[config.mk]
export PLATFORM = sky130hd
export DESIGN_NAME = puf_resp_sender_flat
export DESIGN_NICKNAME = d
export VERILOG_FILES = /design/src/rtl/puf_uart_pkg.sv /design/src/rtl/puf_resp_sender_if.sv /design/src/rtl/puf_resp_sender.sv /design/src/flat_wrapper.sv
export SDC_FILE = /design/constraint.sdc
export NUM_CORES = 1
export LEC_CHECK = 0
export ABC_AREA = 0
export ABC_CLOCK_PERIOD_IN_PS = 5500
export CORE_MARGIN = 2
export CORE_UTILIZATION = 47
export CTS_CLUSTER_DIAMETER = 120
export DETAILED_ROUTE_END_ITERATION = 10
export HOLD_SLACK_MARGIN = 0.1
export PLACE_DENSITY = 0.73
export SYNTH_ARGS = -nofsm -noshare
export SYNTH_HDL_FRONTEND = slang
export SYNTH_SLANG_ARGS = --single-unit
[constraint.sdc]
create_clock -name clk -period 5.5 [get_ports clk]
set_clock_uncertainty 0.15 [all_clocks]
set_input_delay 1.65 -clock clk [delete_from_list [all_inputs] [get_ports clk]]
set_output_delay 1.65 -clock clk [all_outputs]
set_load 0.02 [all_outputs]
[src/rtl/puf_uart_pkg.sv]
// Shared types and helpers for the PUF response UART sender: FSM state encoding,
// ASCII constants and the nibble-to-ASCII hex encoder.
package puf_uart_pkg;

   typedef enum logic [2:0] {
      IDLE    = 3'd0,
      LOAD    = 3'd1,
      START   = 3'd2,
      WAIT_HI = 3'd3,
      WAIT_LO = 3'd4,
      DONE    = 3'd5
   } state_t;

   localparam logic [7:0] CR      = 8'h0D;
   localparam logic [7:0] LF      = 8'h0A;
   localparam logic [7:0] ASCII_0 = 8'h30;
   localparam logic [7:0] ASCII_A = 8'h41;

   // Uppercase hex digit for one nibble.
   function automatic logic [7:0] nibble_to_ascii(input logic [3:0] nib);
      if (nib < 4'd10)
         return ASCII_0 + {4'h0, nib};
      else
         return ASCII_A + {4'h0, nib} - 8'd10;
   endfunction

endpackage

[src/rtl/puf_resp_sender_if.sv]
// Response-side handshake plus UART-transmitter side signals of the PUF sender.
// The sender uses the slave view; the environment drives the master view.
interface puf_resp_sender_if #(
   parameter int RESP_W = 128
);
   logic [RESP_W-1:0] resp_in;
   logic              resp_valid;
   logic              resp_ready;
   logic [7:0]        tx_data;
   logic              tx_start;
   logic              tx_busy;
   logic              frame_done;

   modport slave (
      input  resp_in, resp_valid, tx_busy,
      output resp_ready, tx_data, tx_start, frame_done
   );

   modport master (
      output resp_in, resp_valid, tx_busy,
      input  resp_ready, tx_data, tx_start, frame_done
   );
endinterface

[src/rtl/puf_resp_sender.sv]
// Streams a captured PUF response MSB-first to a UART transmitter, one character per handshake.
// PUF_SENDER_HEX_EN: send each byte as two ASCII hex digits followed by CR LF; otherwise raw bytes.
module puf_resp_sender
   import puf_uart_pkg::*;
#(
   parameter int RESP_W = 128
) (
   input logic              clk,
   input logic              rst,
   puf_resp_sender_if.slave bus
);

   localparam int MAX_CHARS = RESP_W / 4 + 2;
   localparam int IDX_W     = $clog2(MAX_CHARS);
`ifdef PUF_SENDER_HEX_EN
   localparam int N_CHARS   = MAX_CHARS;
   localparam int SHIFT     = 4;
`else
   localparam int N_CHARS   = RESP_W / 8;
   localparam int SHIFT     = 8;
`endif
   localparam logic [IDX_W-1:0] LAST_IDX = IDX_W'(N_CHARS - 1);

   state_t            state, state_next;
   logic [RESP_W-1:0] shreg;
   logic [IDX_W-1:0]  idx;
   logic [7:0]        tx_data_q;
   logic [7:0]        char_cur;
   logic              capture, load, advance;

   // Current character always comes from the top of the shift register.
   always_comb begin
      char_cur = 8'h00;
`ifdef PUF_SENDER_HEX_EN
      if (idx < IDX_W'(RESP_W / 4))
         char_cur = nibble_to_ascii(shreg[RESP_W-1 -: 4]);
      else if (idx == IDX_W'(RESP_W / 4))
         char_cur = CR;
      else
         char_cur = LF;
`else
      char_cur = shreg[RESP_W-1 -: 8];
`endif
   end

   // NOTE: state and datapath registers use non-blocking assignments so every
   // flop samples pre-edge values regardless of process ordering.
   always_ff @(posedge clk or posedge rst) begin
      if (rst)
         state <= IDLE;
      else
         state <= state_next;
   end

   // NOTE: every output of this block gets a default first, so no path
   // through the case leaves a signal unassigned and no latch is inferred.
   always_comb begin
      state_next = state;
      capture    = 1'b0;
      load       = 1'b0;
      advance    = 1'b0;
      unique case (state)
         IDLE: begin
            if (bus.resp_valid) begin
               capture    = 1'b1;
               state_next = LOAD;
            end
         end
         LOAD: begin
            load       = 1'b1;
            state_next = START;
         end
         START:   state_next = WAIT_HI;
         WAIT_HI: if (bus.tx_busy) state_next = WAIT_LO;
         WAIT_LO: begin
            if (!bus.tx_busy) begin
               if (idx == LAST_IDX) begin
                  state_next = DONE;
               end else begin
                  advance    = 1'b1;
                  state_next = LOAD;
               end
            end
         end
         DONE:    state_next = IDLE;
         default: state_next = IDLE;
      endcase
   end

   always_ff @(posedge clk or posedge rst) begin
      if (rst) begin
         shreg     <= '0;
         idx       <= '0;
         tx_data_q <= 8'h00;
      end else begin
         if (capture) begin
            shreg <= bus.resp_in;
            idx   <= '0;
         end
         if (load)
            tx_data_q <= char_cur;
         if (advance) begin
            shreg <= shreg << SHIFT;
            idx   <= idx + 1'b1;
         end
      end
   end

   assign bus.resp_ready = (state == IDLE);
   assign bus.tx_start   = (state == START);
   assign bus.frame_done = (state == DONE);
   assign bus.tx_data    = tx_data_q;

endmodule
[src/flat_wrapper.sv]
// flat-port wrapper written by rule: the top's interface ports become plain ports
module puf_resp_sender_flat import puf_uart_pkg::*;
#(
   parameter int RESP_W = 128
)
  (clk, rst, bus_resp_in, bus_resp_valid, bus_tx_busy, bus_resp_ready, bus_tx_data, bus_tx_start, bus_frame_done);
  puf_resp_sender_if #(.RESP_W(RESP_W)) bus_i ();
  input logic clk;
  input logic rst;
  input wire logic [$bits(bus_i.resp_in)-1:0] bus_resp_in;
  input wire logic [$bits(bus_i.resp_valid)-1:0] bus_resp_valid;
  input wire logic [$bits(bus_i.tx_busy)-1:0] bus_tx_busy;
  output wire logic [$bits(bus_i.resp_ready)-1:0] bus_resp_ready;
  output wire logic [$bits(bus_i.tx_data)-1:0] bus_tx_data;
  output wire logic [$bits(bus_i.tx_start)-1:0] bus_tx_start;
  output wire logic [$bits(bus_i.frame_done)-1:0] bus_frame_done;
  assign bus_i.resp_in = bus_resp_in;
  assign bus_i.resp_valid = bus_resp_valid;
  assign bus_i.tx_busy = bus_tx_busy;
  assign bus_resp_ready = bus_i.resp_ready;
  assign bus_tx_data = bus_i.tx_data;
  assign bus_tx_start = bus_i.tx_start;
  assign bus_frame_done = bus_i.frame_done;
  puf_resp_sender #(.RESP_W(RESP_W)) u_core (.clk(clk), .rst(rst), .bus(bus_i));
endmodule
**Word level (Yosys, flattened, before mapping)**

Cells that the tools add are included.

- Register bits: 145
- Input port bits: 132
- Output and inout port bits: 11
- Logic and storage cells: 32

- Add/sub/neg operators: 1
- Equality and inequality tests: 9
- Muxes and demuxes: 15
- Reduce and logical (&&, ||, !) cells: 3

Operators by type and width:

| kind | count |
|---|---|
| $mux 128 | 2 |
| $pmux 3 s5 | 1 |
| $mux 3 | 4 |
| $mux 6 | 2 |
| $add 6x1->6 const B | 1 |
| $eq 3x2->1 const B | 2 |
| $eq 3x3->1 const B | 2 |
| $eq 6x4->1 const B | 1 |
| $mux 1 | 6 |
| $ne 2x2->1 const B | 3 |
| $eq 3x1->1 const B | 1 |
| $logic_not 3->1 | 1 |
| $reduce_and 3->1 | 1 |
| $reduce_bool 2->1 | 1 |

**Longest topological paths before layout**

Gate-level depths: netlist of run 1.

- Depth in word-level cells: 5
- Mapped depth: 7
- Gate-level depth less buffers: 4

**Worst setup path before layout of run 1**

Ideal clock, no wire load.

- Path kind: input -> register
- Start point: input port bus_resp_valid
- End point: register u_core.shreg[33]
- Library setup time: 125 ps
- Data arrival time: 2935 ps
- Required time: 5225 ps
- Setup slack: 2291 ps
- Stages on the path: 5
- Buffers on the path: 2
- Cells stage by stage: nor4b_1 > buf_2 > buf_2 > mux2_2 > mux2_2

- Cells in the longest elaborated chain, start to end: 3

Ends and longest elaborated chain:

| what | RTL line | RTL |
|---|---|---|
| start, declared | flat_wrapper.sv:11 | `input wire logic [$bits(bus_i.resp_valid)-1:0] bus_resp_valid;` |
| $mux 1 | puf_resp_sender.sv:64 | `if (bus.resp_valid) begin` |
| $mux 1 | puf_resp_sender.sv:62 | `unique case (state)` |
| $reduce_bool 2->1 (no line) | - |  |
| end signal, assigned | puf_resp_sender.sv:97 | `shreg <= bus.resp_in;` |
| end signal, assigned | puf_resp_sender.sv:103 | `shreg <= shreg << SHIFT;` |
| end, declared | puf_resp_sender.sv:25 | `logic [RESP_W-1:0] shreg;` |

Every way passes these cells.
A chain may end at the register's enable or synchronous reset.

**Final worst setup path of run 1**

- Start point: input port bus_tx_busy
- End point: register u_core.shreg[60]

- Cells in the longest elaborated chain, start to end: 3
- Elaborated cells between the ends (all ways): 4
- Those cells by class: mux (3); reduce/logical (1)

Ends and longest elaborated chain:

| what | RTL line | RTL |
|---|---|---|
| start, declared | flat_wrapper.sv:12 | `input wire logic [$bits(bus_i.tx_busy)-1:0] bus_tx_busy;` |
| $mux 1 (*) | puf_resp_sender.sv:76 | `if (!bus.tx_busy) begin` |
| $mux 1 (*) | puf_resp_sender.sv:62 |  |
| $mux 128 / $reduce_bool 2->1 (equally long branches) | - |  |

Every way passes the cells marked *; elsewhere a longest branch is shown, timed or not.

==> load_flow_metrics.sql, run 1 <==
INSERT INTO impl_metrics (metric_group, metric, value, unit) VALUES
('power', 'maximum_resistive_drop_on_vdd', '0.0002898', 'V'),
('logic_synthesis', 'mean_syn_cell_area', '14.33', 'sq um'),
('detailed_routing', 'drt_first_iter_violations', '177', ''),
('detailed_routing', 'drc', '0', ''),
('detailed_routing', 'ant_nets', '0', ''),
('critical_path', 'required_time_at_the_worst_slack_endpoint', '5640', 'ps'),
('cts', 'cts_max_level', '4', ''),
('detailed_routing', 'via_count_normalized_by_instance_count', '5.271', ''),
('critical_path', 'worst-path-max-fanout', '40', ''),
('cts', 'maximum_clock_path_buffer_count', '2', ''),
('logic_synthesis', 'synth-seq-area-share', '0.5116', ''),
('cts', 'clkSlewWorstSetupHoldPaths', '60', 'ps'),
('logic_synthesis', 'postSynthCellCount', '495', ''),
('logic_synthesis', 'synth_warnings', '0', ''),
('floorplanning', 'i_o_pins', '143', ''),
('logic_synthesis', 'synth_nets', '628', ''),
('placed_design', 'place.detailed.instances', '795', ''),
('critical_path', 'worst-r2r-cell-count', '6', ''),
('job', 'drv_cap', '0', ''),
('floorplanning', 'floorplan.die_area', '16090', 'sq um'),
('timing', 'slew_violations', '0', ''),
('grt', 'maximum_number_of_pins_on_one_net_before_global_route_repair', '120', ''),
('power', 'cellInternalPower', '3.453', 'mW'),
('floorplanning', 'initial_utilization', '0.4843', ''),
('critical_path', 'timing.setup.critical_path_class', 'input port to flop', ''),
('power', 'sequentialPowerShare', '0.404', ''),
('cells_and_area', 'count_of_non_filler_cells_in_the_finished_layout', '827', ''),
('logic_synthesis', 'synth_edf_count', '0', ''),
('detailed_routing', 'postRouteWirelength', '14360', 'um'),
('logic_synthesis', 'yosys_most_used_dff', 'sky130_fd_sc_hd__dfrtp_1', ''),
('logic_synthesis', 'number_of_unique_standard_cell_types_used_by_synthesis', '33', ''),
('critical_path', 'cp_data_arrival_time', '3870', 'ps'),
('critical_path', 'cp-start-kind', 'input port', ''),
('cells_and_area', 'drive_above_1_share', '0.4572', ''),
('cts', 'clock_insertion_delay_worst_skew', '420', 'ps'),
('power', 'power.share.switching', '0.2696', ''),
('placed_design', 'gp_congestion', '0.7409', ''),
('cells_and_area', 'finalNetCount', '763', ''),
('cells_and_area', 'antennaDiodeCount', '0', ''),
('timing', 'post-route-min-period', '3733', 'ps'),
('detailed_routing', 'vias', '4359', ''),
('cts', 'tritoncts.num_buffers', '17', ''),
('timing', 'total_setup_violations_reported_at_the_end_of_the_flow', '0', ''),
('floorplanning', 'fp-row-count', '44', ''),
('logic_synthesis', 'ys_async_sr_fraction', '1.000', ''),
('detailed_routing', 'wl_per_cell', '17.36', 'um'),
('grt', 'first_pass_grt_wire_length', '23250', 'um'),
('critical_path', 'worst_setup_path_end_kind', 'flop', ''),
('placed_design', 'numPortBuffers', '142', ''),
('power', 'combinationalPowerShare', '0.349', ''),
('timing', 'tightestPinTransition', '990.9', 'ps'),
('grt', 'first_global_vias', '4720', ''),
('power', 'power_density_over_cell_area', '511.4', 'nW/um^2'),
('timing', 'grt_setup_unrepaired', 'false', ''),
('cts', 'post_cts_buffers', '0', ''),
('timing', 'final.period_utilization', '0.6786', ''),
('floorplanning', 'core_area', '14640', 'sq um'),
('grt', 'number_of_antenna_violations_at_the_first_check_in_global_routing', '0', ''),
('power', 'share_clk_of_total_power', '0.247', ''),
('cells_and_area', 'areaGrowthSynthToFinish', '30.36', '%'),
('status', 'run_status', 'finished clean', ''),
('power', 'cellLeakagePower', '3.877', 'nW'),
('timing', 'max-slew-margin-rel', '0.3380', ''),
('min_path', 'type_of_the_worst_min_delay_path', 'flop to flop', ''),
('power', 'power.net_switching', '1.275', 'mW'),
('logic_synthesis', 'yosys_register_bits', '145', ''),
('cts', 'clock-sinks', '145', ''),
('cts', 'cts_hold_buffers_added', '0', ''),
('grt', 'grt_usage', '0.1853', ''),
('placed_design', 'place.detailed.hpwl', '9735', 'um'),
('logic_synthesis', 'post_synth_instance_area', '7092', 'sq um'),
('min_path', 'hold_path_depth', '1', ''),
('cts', 'ctsResizeCount', '0', ''),
('cts', 'cts_tree', 'yes', ''),
('timing', 'timing.setup.tns', '0', 'ps'),
('timing', 'max_freq', '267.9', 'MHz'),
('timing', 'final_hold_viol_count', '0', ''),
('cts', 'clock-root-buffer', 'sky130_fd_sc_hd__clkbuf_16', ''),
('floorplanning', 'dieHeight', '126.8', 'um'),
('grt', 'grt-ovfl-total', '0', ''),
('detailed_routing', 'dr.pass1.iters', '4', ''),
('floorplanning', 'die_w', '126.8', 'um');
worst max-delay path: stages:
cell and delay [ps]:
sky130_fd_sc_hd__clkdlybuf4s50_1 610, sky130_fd_sc_hd__nor4b_4 110, sky130_fd_sc_hd__o31ai_4 90, sky130_fd_sc_hd__buf_4 450, sky130_fd_sc_hd__buf_4 520, sky130_fd_sc_hd__mux2_2 410
path summary, 6_finish.rpt:
check                                               from  slack, ps                             to
max in group asynchronous                            rst       2640   u_core.shreg[44]$_DFFE_PP0P_
setup / recovery                             bus_tx_busy       1770   u_core.shreg[60]$_DFFE_PP0P_
min in group asynchronous                            rst       1640    u_core.state[2]$_DFFE_PP0P_
setup reg to reg               u_core.idx[0]$_DFFE_PP0P_       2780   u_core.shreg[60]$_DFFE_PP0P_
hold / removal             u_core.shreg[116]$_DFFE_PP0P_        350  u_core.shreg[124]$_DFFE_PP0P_
hold reg to reg            u_core.shreg[116]$_DFFE_PP0P_        350  u_core.shreg[124]$_DFFE_PP0P_
layout make-up:
type	instances	area (sq um)
Fill cell	1108	5399
Sequential cell	145	3628
Tap cell	184	230.2
Inverter	3	15.01
Multi-Input combinational cell	315	3269
Clock buffer	23	508.0
Clock inverter	9	102.6
Timing Repair Buffer	148	1491
cells in the mapped netlist, types with 2 or more instances:
cell	n	area (sq um)
sky130_fd_sc_hd__nand3_1	3	15.01
sky130_fd_sc_hd__o21ai_0	4	20.02
sky130_fd_sc_hd__buf_6	3	33.78
sky130_fd_sc_hd__nor2b_1	3	18.77
sky130_fd_sc_hd__buf_2	18	90.09
sky130_fd_sc_hd__mux2_4	10	150.1
sky130_fd_sc_hd__nor2_1	2	7.510
sky130_fd_sc_hd__a21oi_1	10	50.05
sky130_fd_sc_hd__mux2i_1	4	40.04
sky130_fd_sc_hd__o22ai_1	2	12.51
sky130_fd_sc_hd__inv_1	3	11.26
sky130_fd_sc_hd__mux2_2	239	2691
sky130_fd_sc_hd__dfrtp_1	145	3628
sky130_fd_sc_hd__buf_4	7	52.55
sky130_fd_sc_hd__clkbuf_1	3	11.26
sky130_fd_sc_hd__nand2_1	22	82.58
cells by family (layout without fill, tap and decap cells):
logic type               count (synthesis)  after routing  share of synthesized area
multiplexers                           253            253                     0.4063
AO/OA/AOI/OAI                           21             21                    0.01764
buffers and inverters                   35            183                    0.03017
AND/OR/NAND/NOR                         39             39                    0.03123
XOR/XNOR                                 1              1                   0.001235
adder cells (fa/ha/maj)                  1              1                   0.001764
flip-flops                             145            145                     0.5116
through the flow:
step | hold WS (ps) | util | worst slack [ps] | power (mW) | area (sq um)
after floorplan | 320.6 | - | 1881 | 3.175 | 7096
after global placement | 331.1 | 0.5896 | 1402 | 3.515 | 8635
after global routing | 368.6 | 0.6313 | 1680 | 5.030 | 9245
after detailed placement | 339.9 | 0.5896 | 1354 | 3.598 | 8635
after CTS | 351.7 | 0.6313 | 1777 | 4.788 | 9245
final | 349.8 | 0.6313 | 1767 | 4.728 | 9245
cells in the final DEF (no fill, tap or decap), types with 3 or more instances in the layout:
cell type and count:
sky130_fd_sc_hd__clkbuf_16 17, sky130_fd_sc_hd__mux2_4 10, sky130_fd_sc_hd__nor2b_1 3, sky130_fd_sc_hd__mux2_2 239, sky130_fd_sc_hd__clkbuf_8 6, sky130_fd_sc_hd__a21oi_1 10, sky130_fd_sc_hd__buf_4 4, sky130_fd_sc_hd__nand3_1 3
sky130_fd_sc_hd__o21ai_0 4, sky130_fd_sc_hd__clkinvlp_4 4, sky130_fd_sc_hd__clkinv_2 4, sky130_fd_sc_hd__mux2i_1 4, sky130_fd_sc_hd__clkdlybuf4s50_1 142, sky130_fd_sc_hd__dfrtp_1 145, sky130_fd_sc_hd__nand2_1 22
state kept, by name (all words and copies together) (netlist names):
name / cells
u_core.bus.tx_data: 8
u_core.idx: 6
u_core.state: 3
u_core.shreg: 128
power by group through the flow:
stage	clock, mW	combinational (mW)	sequential (mW)
floorplan	0	1.35	1.83
detailed placement	0	1.66	1.94
global route	1.24	1.81	1.99
global placement	0	1.60	1.92
finish	1.17	1.65	1.91
CTS	1.19	1.68	1.92
metal layers:
layer	part of all wire	GRT usage
met5	0	0
met1	0.43	0.2231
met4	0.013	0.05171
met3	0.064	0.07043
met2	0.50	0.3121
Note: power is estimated with default switching activity, not from simulation.
==> run 2: changes to the inputs <==
--- a/config.mk
+++ b/config.mk
@@ -6,13 +6,13 @@
 export NUM_CORES = 1
 export LEC_CHECK = 0
 export ABC_AREA = 0
-export ABC_CLOCK_PERIOD_IN_PS = 5500
+export ABC_CLOCK_PERIOD_IN_PS = 3450
 export CORE_MARGIN = 2
-export CORE_UTILIZATION = 47
+export CORE_UTILIZATION = 51
 export CTS_CLUSTER_DIAMETER = 120
 export DETAILED_ROUTE_END_ITERATION = 10
 export HOLD_SLACK_MARGIN = 0.1
-export PLACE_DENSITY = 0.73
+export PLACE_DENSITY = 0.75
 export SYNTH_ARGS = -nofsm -noshare
 export SYNTH_HDL_FRONTEND = slang
 export SYNTH_SLANG_ARGS = --single-unit
==> constraint.sdc (replaced) <==
create_clock -name clk -period 3.45 [get_ports clk]
set_clock_uncertainty 0.15 [all_clocks]
set_input_delay 1.035 -clock clk [delete_from_list [all_inputs] [get_ports clk]]
set_output_delay 1.035 -clock clk [all_outputs]
set_load 0.02 [all_outputs]
==> run 2 against run 1 <==
Effect of this change: clock power increased by 77%; non-clock buffer count increased by 5; die area decreased by 7.6%; final area increased by 1.6%; worst hold slack got worse by 3.0 ps.
==> load_flow_metrics.sql, run 2 (same netlist as run 1, synthesis figures left out) <==
INSERT INTO impl_metrics (metric_group, metric, value, unit) VALUES
('timing', 'max-slew-margin-rel', '0.5118', ''),
('floorplanning', 'initial_utilization', '0.5169', ''),
('job', 'drv_cap', '0', ''),
('placed_design', 'place.detailed.instances', '796', ''),
('cts', 'clock-sinks', '145', ''),
('power', 'cellLeakagePower', '3.948', 'nW'),
('status', 'run_status', 'finished clean', ''),
('critical_path', 'timing.setup.critical_path_class', 'flop to primary output', ''),
('placed_design', 'place_ws', '270.0', 'ps'),
('critical_path', 'cp-start-kind', 'flop', ''),
('critical_path', 'cp_cell_sequence', 'nand2b_1, nor2_1, clkdlybuf4s50_1', ''),
('timing', 'timing.setup.tns', '0', 'ps'),
('timing', 'total_setup_violations_reported_at_the_end_of_the_flow', '0', ''),
('grt', 'number_of_antenna_violations_at_the_first_check_in_global_routing', '0', ''),
('detailed_routing', 'drc', '0', ''),
('floorplanning', 'floorplan.die_area', '14860', 'sq um'),
('placed_design', 'place.detailed.hpwl', '9650', 'um'),
('min_path', 'hold_path_depth', '1', ''),
('critical_path', 'critical-path-slowest-cell', 'sky130_fd_sc_hd__clkdlybuf4s50_1', ''),
('placed_design', 'place_area', '8717', 'sq um'),
('timing', 'fin_hold_ws', '346.7', 'ps'),
('cts', 'maximum_clock_path_buffer_count', '2', ''),
('critical_path', 'setup.reg_to_reg.worst_slack', '1100', 'ps'),
('detailed_routing', 'wl_per_cell', '17.05', 'um'),
('cells_and_area', 'areaGrowthSynthToFinish', '32.43', '%'),
('power', 'power_density_over_cell_area', '827.3', 'nW/um^2'),
('cts', 'ctsResizeCount', '0', ''),
('cells_and_area', 'largest_register_ff_count', '128', ''),
('critical_path', 'buffering_stage_count_on_the_worst_path_with_inverters_included', '1', ''),
('cts', 'post_cts_buffers', '0', ''),
('cts', 'clock_insertion_delay_worst_skew', '410', 'ps'),
('floorplanning', 'dieHeight', '121.9', 'um'),
('critical_path', 'cp_data_arrival_time', '1850', 'ps'),
('timing', 'slew_violations', '0', ''),
('cts', 'cts_hold_buffers_added', '0', ''),
('timing', 'post-route-min-period', '3032', 'ps'),
('cells_and_area', 'antennaDiodeCount', '0', ''),
('timing', 'max_freq', '329.8', 'MHz'),
('grt', 'grt_usage', '0.1980', ''),
('timing', 'final.period_utilization', '0.8790', ''),
('cells_and_area', 'drive_above_1_share', '0.4614', ''),
('cells_and_area', 'layout.cells.most_common', 'sky130_fd_sc_hd__mux2_2', ''),
('floorplanning', 'fp-row-count', '43', ''),
('critical_path', 'worstReg2RegEnd', 'u_core.shreg[35]$_DFFE_PP0P_', ''),
('critical_path', 'critical-path-max-stage-delay', '610', 'ps'),
('min_path', 'worstHoldEndpoint', 'u_core.shreg[48]$_DFFE_PP0P_', ''),
('grt', 'maximum_number_of_pins_on_one_net_before_global_route_repair', '124', ''),
('timing', 'final_hold_viol_count', '0', ''),
('cts', 'cts_max_level', '4', ''),
('cells_and_area', 'finalNetCount', '768', ''),
('critical_path', 'critPathTopFamily', 'buffers and inverters', ''),
('cells_and_area', 'layout.cells.most_common_list', 'sky130_fd_sc_hd__mux2_2, sky130_fd_sc_hd__dfrtp_1, sky130_fd_sc_hd__clkdlybuf4s50_1', ''),
('critical_path', 'worst-path-max-fanout', '10', ''),
('timing', 'grt_setup_unrepaired', 'false', ''),
('power', 'maximum_resistive_drop_on_vdd', '0.0003792', 'V'),
('grt', 'grt-ovfl-total', '0', ''),
('floorplanning', 'i_o_pins', '143', ''),
('detailed_routing', 'via_count_normalized_by_instance_count', '5.262', ''),
('grt', 'first_global_vias', '4574', ''),
('detailed_routing', 'ant_nets', '0', ''),
('detailed_routing', 'vias', '4357', ''),
('cts', 'tritoncts.num_buffers', '17', ''),
('cells_and_area', 'filler_cell_count', '1019', ''),
('placed_design', 'gp_congestion', '0.7581', ''),
('critical_path', 'required_time_at_the_worst_slack_endpoint', '2260', 'ps'),
('critical_path', 'r2r-start', 'u_core.idx[0]$_DFFE_PP0P_', ''),
('critical_path', 'worst-r2r-cell-count', '5', ''),
('floorplanning', 'die_w', '121.9', 'um'),
('cells_and_area', 'count_of_non_filler_cells_in_the_finished_layout', '828', ''),
('grt', 'first_pass_grt_wire_length', '22530', 'um'),
('min_path', 'hold_start', 'u_core.shreg[40]$_DFFE_PP0P_', ''),
('min_path', 'type_of_the_worst_min_delay_path', 'flop to flop', ''),
('cts', 'clkSlewWorstSetupHoldPaths', '60', 'ps'),
('floorplanning', 'core_area', '13720', 'sq um'),
('placed_design', 'numPortBuffers', '142', ''),
('critical_path', 'worst_setup_path_end_kind', 'primary output', ''),
('detailed_routing', 'dr.pass1.iters', '4', ''),
('detailed_routing', 'postRouteWirelength', '14110', 'um'),
('cts', 'cts_tree', 'yes', ''),
('timing', 'tightestPinTransition', '730.7', 'ps'),
('cts', 'clock-root-buffer', 'sky130_fd_sc_hd__clkbuf_16', ''),
('cells_and_area', 'registers.top_by_ff_count', 'u_core.shreg', ''),
('cells_and_area', 'post_route_cell_area', '9392', 'sq um'),
('timing', 'post-route-worst-setup-slack', '417.6', 'ps'),
('detailed_routing', 'drt_first_iter_violations', '254', '');
-- run 2: cell type report --
class / instances / area [sq um] / area share
clock buffer: 18 / 439.2 / 0.04676
tap: 180 / 225.2 / 0.02398
inverter: 3 / 15.01 / 0.001599
clock inverter: 14 / 235.2 / 0.02505
multi-input combinational: 315 / 3269 / 0.3481
timing repair buffer: 153 / 1579 / 0.1681
sequential: 145 / 3628 / 0.3864
-- run 2: power by group --
part           total [mW]  internal (mW)  switching [mW]
Combinational        2.65           1.80           0.844
Clock                2.07           1.37           0.694
Sequential           3.06           2.55           0.502
-- run 2: through the flow --
step	util	total power, mW
global placement	0.6354	5.629
floorplan	-	5.061
CTS	0.6845	7.854
finish	0.6845	7.770
detailed placement	0.6354	5.747
global route	0.6845	8.246
-- run 2: worst max path at each step --
stage / slack, ps / from / depth (start not counted) / to
2_1_floorplan: 450 / rst / 1 / u_core.bus.tx_data[0]$_DFFE_PP0N_
5_1_grt: 370 / u_core.state[1]$_DFFE_PP0P_ / 3 / bus_tx_start
3_3_place_gp: 280 / bus_resp_valid / 6 / u_core.shreg[35]$_DFFE_PP0P_
6_report: 420 / u_core.state[1]$_DFFE_PP0P_ / 3 / bus_tx_start
4_1_cts: 410 / u_core.state[1]$_DFFE_PP0P_ / 3 / bus_tx_start
3_5_place_dp: 270 / bus_resp_valid / 6 / u_core.shreg[12]$_DFFE_PP0P_
-- run 2: per-layer routing --
layer / global-route usage / wire (um)
met5: 0 / 0
met4: 0.06106 / 170
met3: 0.06414 / 911
met2: 0.3289 / 7014
met1: 0.2470 / 6017
==> run 3: changes to the inputs <==
--- a/config.mk
+++ b/config.mk
@@ -12,6 +12,7 @@
 export CTS_CLUSTER_DIAMETER = 120
 export DETAILED_ROUTE_END_ITERATION = 10
 export HOLD_SLACK_MARGIN = 0.1
+export MAX_ROUTING_LAYER = met4
 export PLACE_DENSITY = 0.75
 export SYNTH_ARGS = -nofsm -noshare
 export SYNTH_HDL_FRONTEND = slang
==> run 3 against run 2 <==
Effect of this change: sequential power is essentially flat; sequential share of layout area unchanged; worst hold slack improved by 1.5 ps; routed wire length is essentially flat; die area is the same; register-to-register slack is essentially flat; setup slack better by 3.9 ps; via count is 0.14% lower; first-iteration DRC count fell by 11%; non-clock buffer count stayed put; clock-buffer cell count stayed put.
==> load_flow_metrics.sql, run 3 (same netlist as run 1, synthesis figures left out) <==
INSERT INTO impl_metrics (metric_group, metric, value, unit) VALUES
('floorplanning', 'floorplan.die_area', '14860', 'sq um'),
('timing', 'final_hold_viol_count', '0', ''),
('placed_design', 'place_ws', '270.0', 'ps'),
('floorplanning', 'dieHeight', '121.9', 'um'),
('power', 'power_density_over_cell_area', '826.9', 'nW/um^2'),
('placed_design', 'place.detailed.hpwl', '9650', 'um'),
('grt', 'maximum_number_of_pins_on_one_net_before_global_route_repair', '124', ''),
('floorplanning', 'i_o_pins', '143', ''),
('cells_and_area', 'count_of_non_filler_cells_in_the_finished_layout', '828', ''),
('job', 'drv_cap', '0', ''),
('cells_and_area', 'drive_above_1_share', '0.4614', ''),
('critical_path', 'critical-path-max-stage-delay', '610', 'ps'),
('grt', 'first_pass_grt_wire_length', '22520', 'um'),
('timing', 'max_freq', '330.2', 'MHz'),
('grt', 'first_global_vias', '4574', ''),
('timing', 'tightestPinTransition', '721.9', 'ps'),
('placed_design', 'place_area', '8717', 'sq um'),
('timing', 'grt_setup_unrepaired', 'false', ''),
('critical_path', 'cp_cell_sequence', 'nand2b_1, nor2_1, clkdlybuf4s50_1', ''),
('placed_design', 'gp_congestion', '0.7680', ''),
('timing', 'max-slew-margin-rel', '0.5177', ''),
('cells_and_area', 'largest_register_ff_count', '128', ''),
('timing', 'slew_violations', '0', ''),
('detailed_routing', 'drt_first_iter_violations', '227', ''),
('cts', 'clock-sinks', '145', ''),
('cts', 'tritoncts.num_buffers', '17', ''),
('cts', 'clock_insertion_delay_worst_skew', '410', 'ps'),
('critical_path', 'cp-start-kind', 'flop', ''),
('floorplanning', 'fp-row-count', '43', ''),
('detailed_routing', 'postRouteWirelength', '14120', 'um'),
('timing', 'fin_hold_ws', '348.3', 'ps'),
('cells_and_area', 'areaGrowthSynthToFinish', '32.43', '%'),
('floorplanning', 'die_w', '121.9', 'um'),
('cts', 'cts_tree', 'yes', ''),
('cells_and_area', 'layout.cells.most_common', 'sky130_fd_sc_hd__mux2_2', ''),
('detailed_routing', 'dr.pass1.iters', '4', ''),
('placed_design', 'numPortBuffers', '142', ''),
('cells_and_area', 'registers.top_by_ff_count', 'u_core.shreg', ''),
('floorplanning', 'core_area', '13720', 'sq um'),
('detailed_routing', 'via_count_normalized_by_instance_count', '5.255', ''),
('cells_and_area', 'layout.cells.most_common_list', 'sky130_fd_sc_hd__mux2_2, sky130_fd_sc_hd__dfrtp_1, sky130_fd_sc_hd__clkdlybuf4s50_1', ''),
('cts', 'ctsResizeCount', '0', ''),
('cts', 'post_cts_buffers', '0', ''),
('status', 'run_status', 'finished clean', ''),
('timing', 'timing.setup.tns', '0', 'ps'),
('cells_and_area', 'post_route_cell_area', '9392', 'sq um'),
('critical_path', 'required_time_at_the_worst_slack_endpoint', '2260', 'ps'),
('timing', 'final.period_utilization', '0.8778', ''),
('cts', 'clock-root-buffer', 'sky130_fd_sc_hd__clkbuf_16', ''),
('critical_path', 'worst-path-max-fanout', '10', ''),
('floorplanning', 'initial_utilization', '0.5169', ''),
('grt', 'grt-ovfl-total', '0', ''),
('cts', 'cts_hold_buffers_added', '0', ''),
('cts', 'clkSlewWorstSetupHoldPaths', '60', 'ps'),
('timing', 'post-route-min-period', '3029', 'ps'),
('grt', 'number_of_antenna_violations_at_the_first_check_in_global_routing', '0', ''),
('critical_path', 'timing.setup.critical_path_class', 'flop to primary output', ''),
('detailed_routing', 'wl_per_cell', '17.05', 'um'),
('placed_design', 'place.detailed.instances', '796', ''),
('critical_path', 'cp_data_arrival_time', '1840', 'ps'),
('timing', 'post-route-worst-setup-slack', '421.5', 'ps'),
('cts', 'cts_max_level', '4', ''),
('cells_and_area', 'antennaDiodeCount', '0', ''),
('grt', 'grt_usage', '0.2039', ''),
('critical_path', 'critical-path-slowest-cell', 'sky130_fd_sc_hd__clkdlybuf4s50_1', ''),
('min_path', 'type_of_the_worst_min_delay_path', 'flop to flop', ''),
('timing', 'total_setup_violations_reported_at_the_end_of_the_flow', '0', ''),
('power', 'maximum_resistive_drop_on_vdd', '0.0003797', 'V'),
('detailed_routing', 'ant_nets', '0', ''),
('critical_path', 'worst_setup_path_end_kind', 'primary output', ''),
('power', 'cellLeakagePower', '3.948', 'nW'),
('cells_and_area', 'finalNetCount', '768', ''),
('cts', 'maximum_clock_path_buffer_count', '2', ''),
('detailed_routing', 'drc', '0', ''),
('detailed_routing', 'vias', '4351', '');
==> run 3: cell counts in the layout (fill, tap and decap cells not counted) <==
Identical to the previous run, type by type.
==> run 3: worst paths after layout <==
kind / from / end / slack, ps / cells after the start
worst min-delay path: u_core.shreg[40]$_DFFE_PP0P_ / u_core.shreg[48]$_DFFE_PP0P_ / 350 / 1
worst min register to register: u_core.shreg[40]$_DFFE_PP0P_ / u_core.shreg[48]$_DFFE_PP0P_ / 350 / 1
worst max-delay path: u_core.state[1]$_DFFE_PP0P_ / bus_tx_start / 420 / 3
worst max register to register: u_core.idx[0]$_DFFE_PP0P_ / u_core.shreg[84]$_DFFE_PP0P_ / 1100 / 5
min in group asynchronous: rst / u_core.shreg[110]$_DFFE_PP0P_ / 970 / 2
max in group asynchronous: rst / u_core.shreg[16]$_DFFE_PP0P_ / 1540 / 3
==> run 3: area by class of cell <==
cell class                      count  area, sq um
Clock buffer                       18        439.2
Clock inverter                     14        235.2
Fill cell                        1019         4328
Inverter                            3        15.01
Multi-Input combinational cell    315         3269
Sequential cell                   145         3628
Tap cell                          180        225.2
Timing Repair Buffer              153         1579
==> run 3: critical path: cells and delay by family, from the launching register on <==
kind / cells / cell delay [ps]
buf+inv: 1 / 610
flops: 1 / 580
simple gates: 2 / 230
==> run 3: metal layers <==
layer | GRT usage | share of wire
met5 | - | 0
met4 | 0.06106 | 0.013
met3 | 0.06039 | 0.060
met2 | 0.3300 | 0.50
met1 | 0.2485 | 0.43
==> run 3: where the power goes <==
part           internal [mW]  switching [mW]
registers               2.55           0.500
clock network           1.37           0.694
logic                   1.80           0.843
total                   5.73            2.04
==> run 3: per-stage QoR <==
stage / power (mW) / util
global placement: 5.629 / 0.6354
global route: 8.244 / 0.6845
finish: 7.766 / 0.6845
floorplan: 5.061 / -
detailed placement: 5.747 / 0.6354
CTS: 7.854 / 0.6845
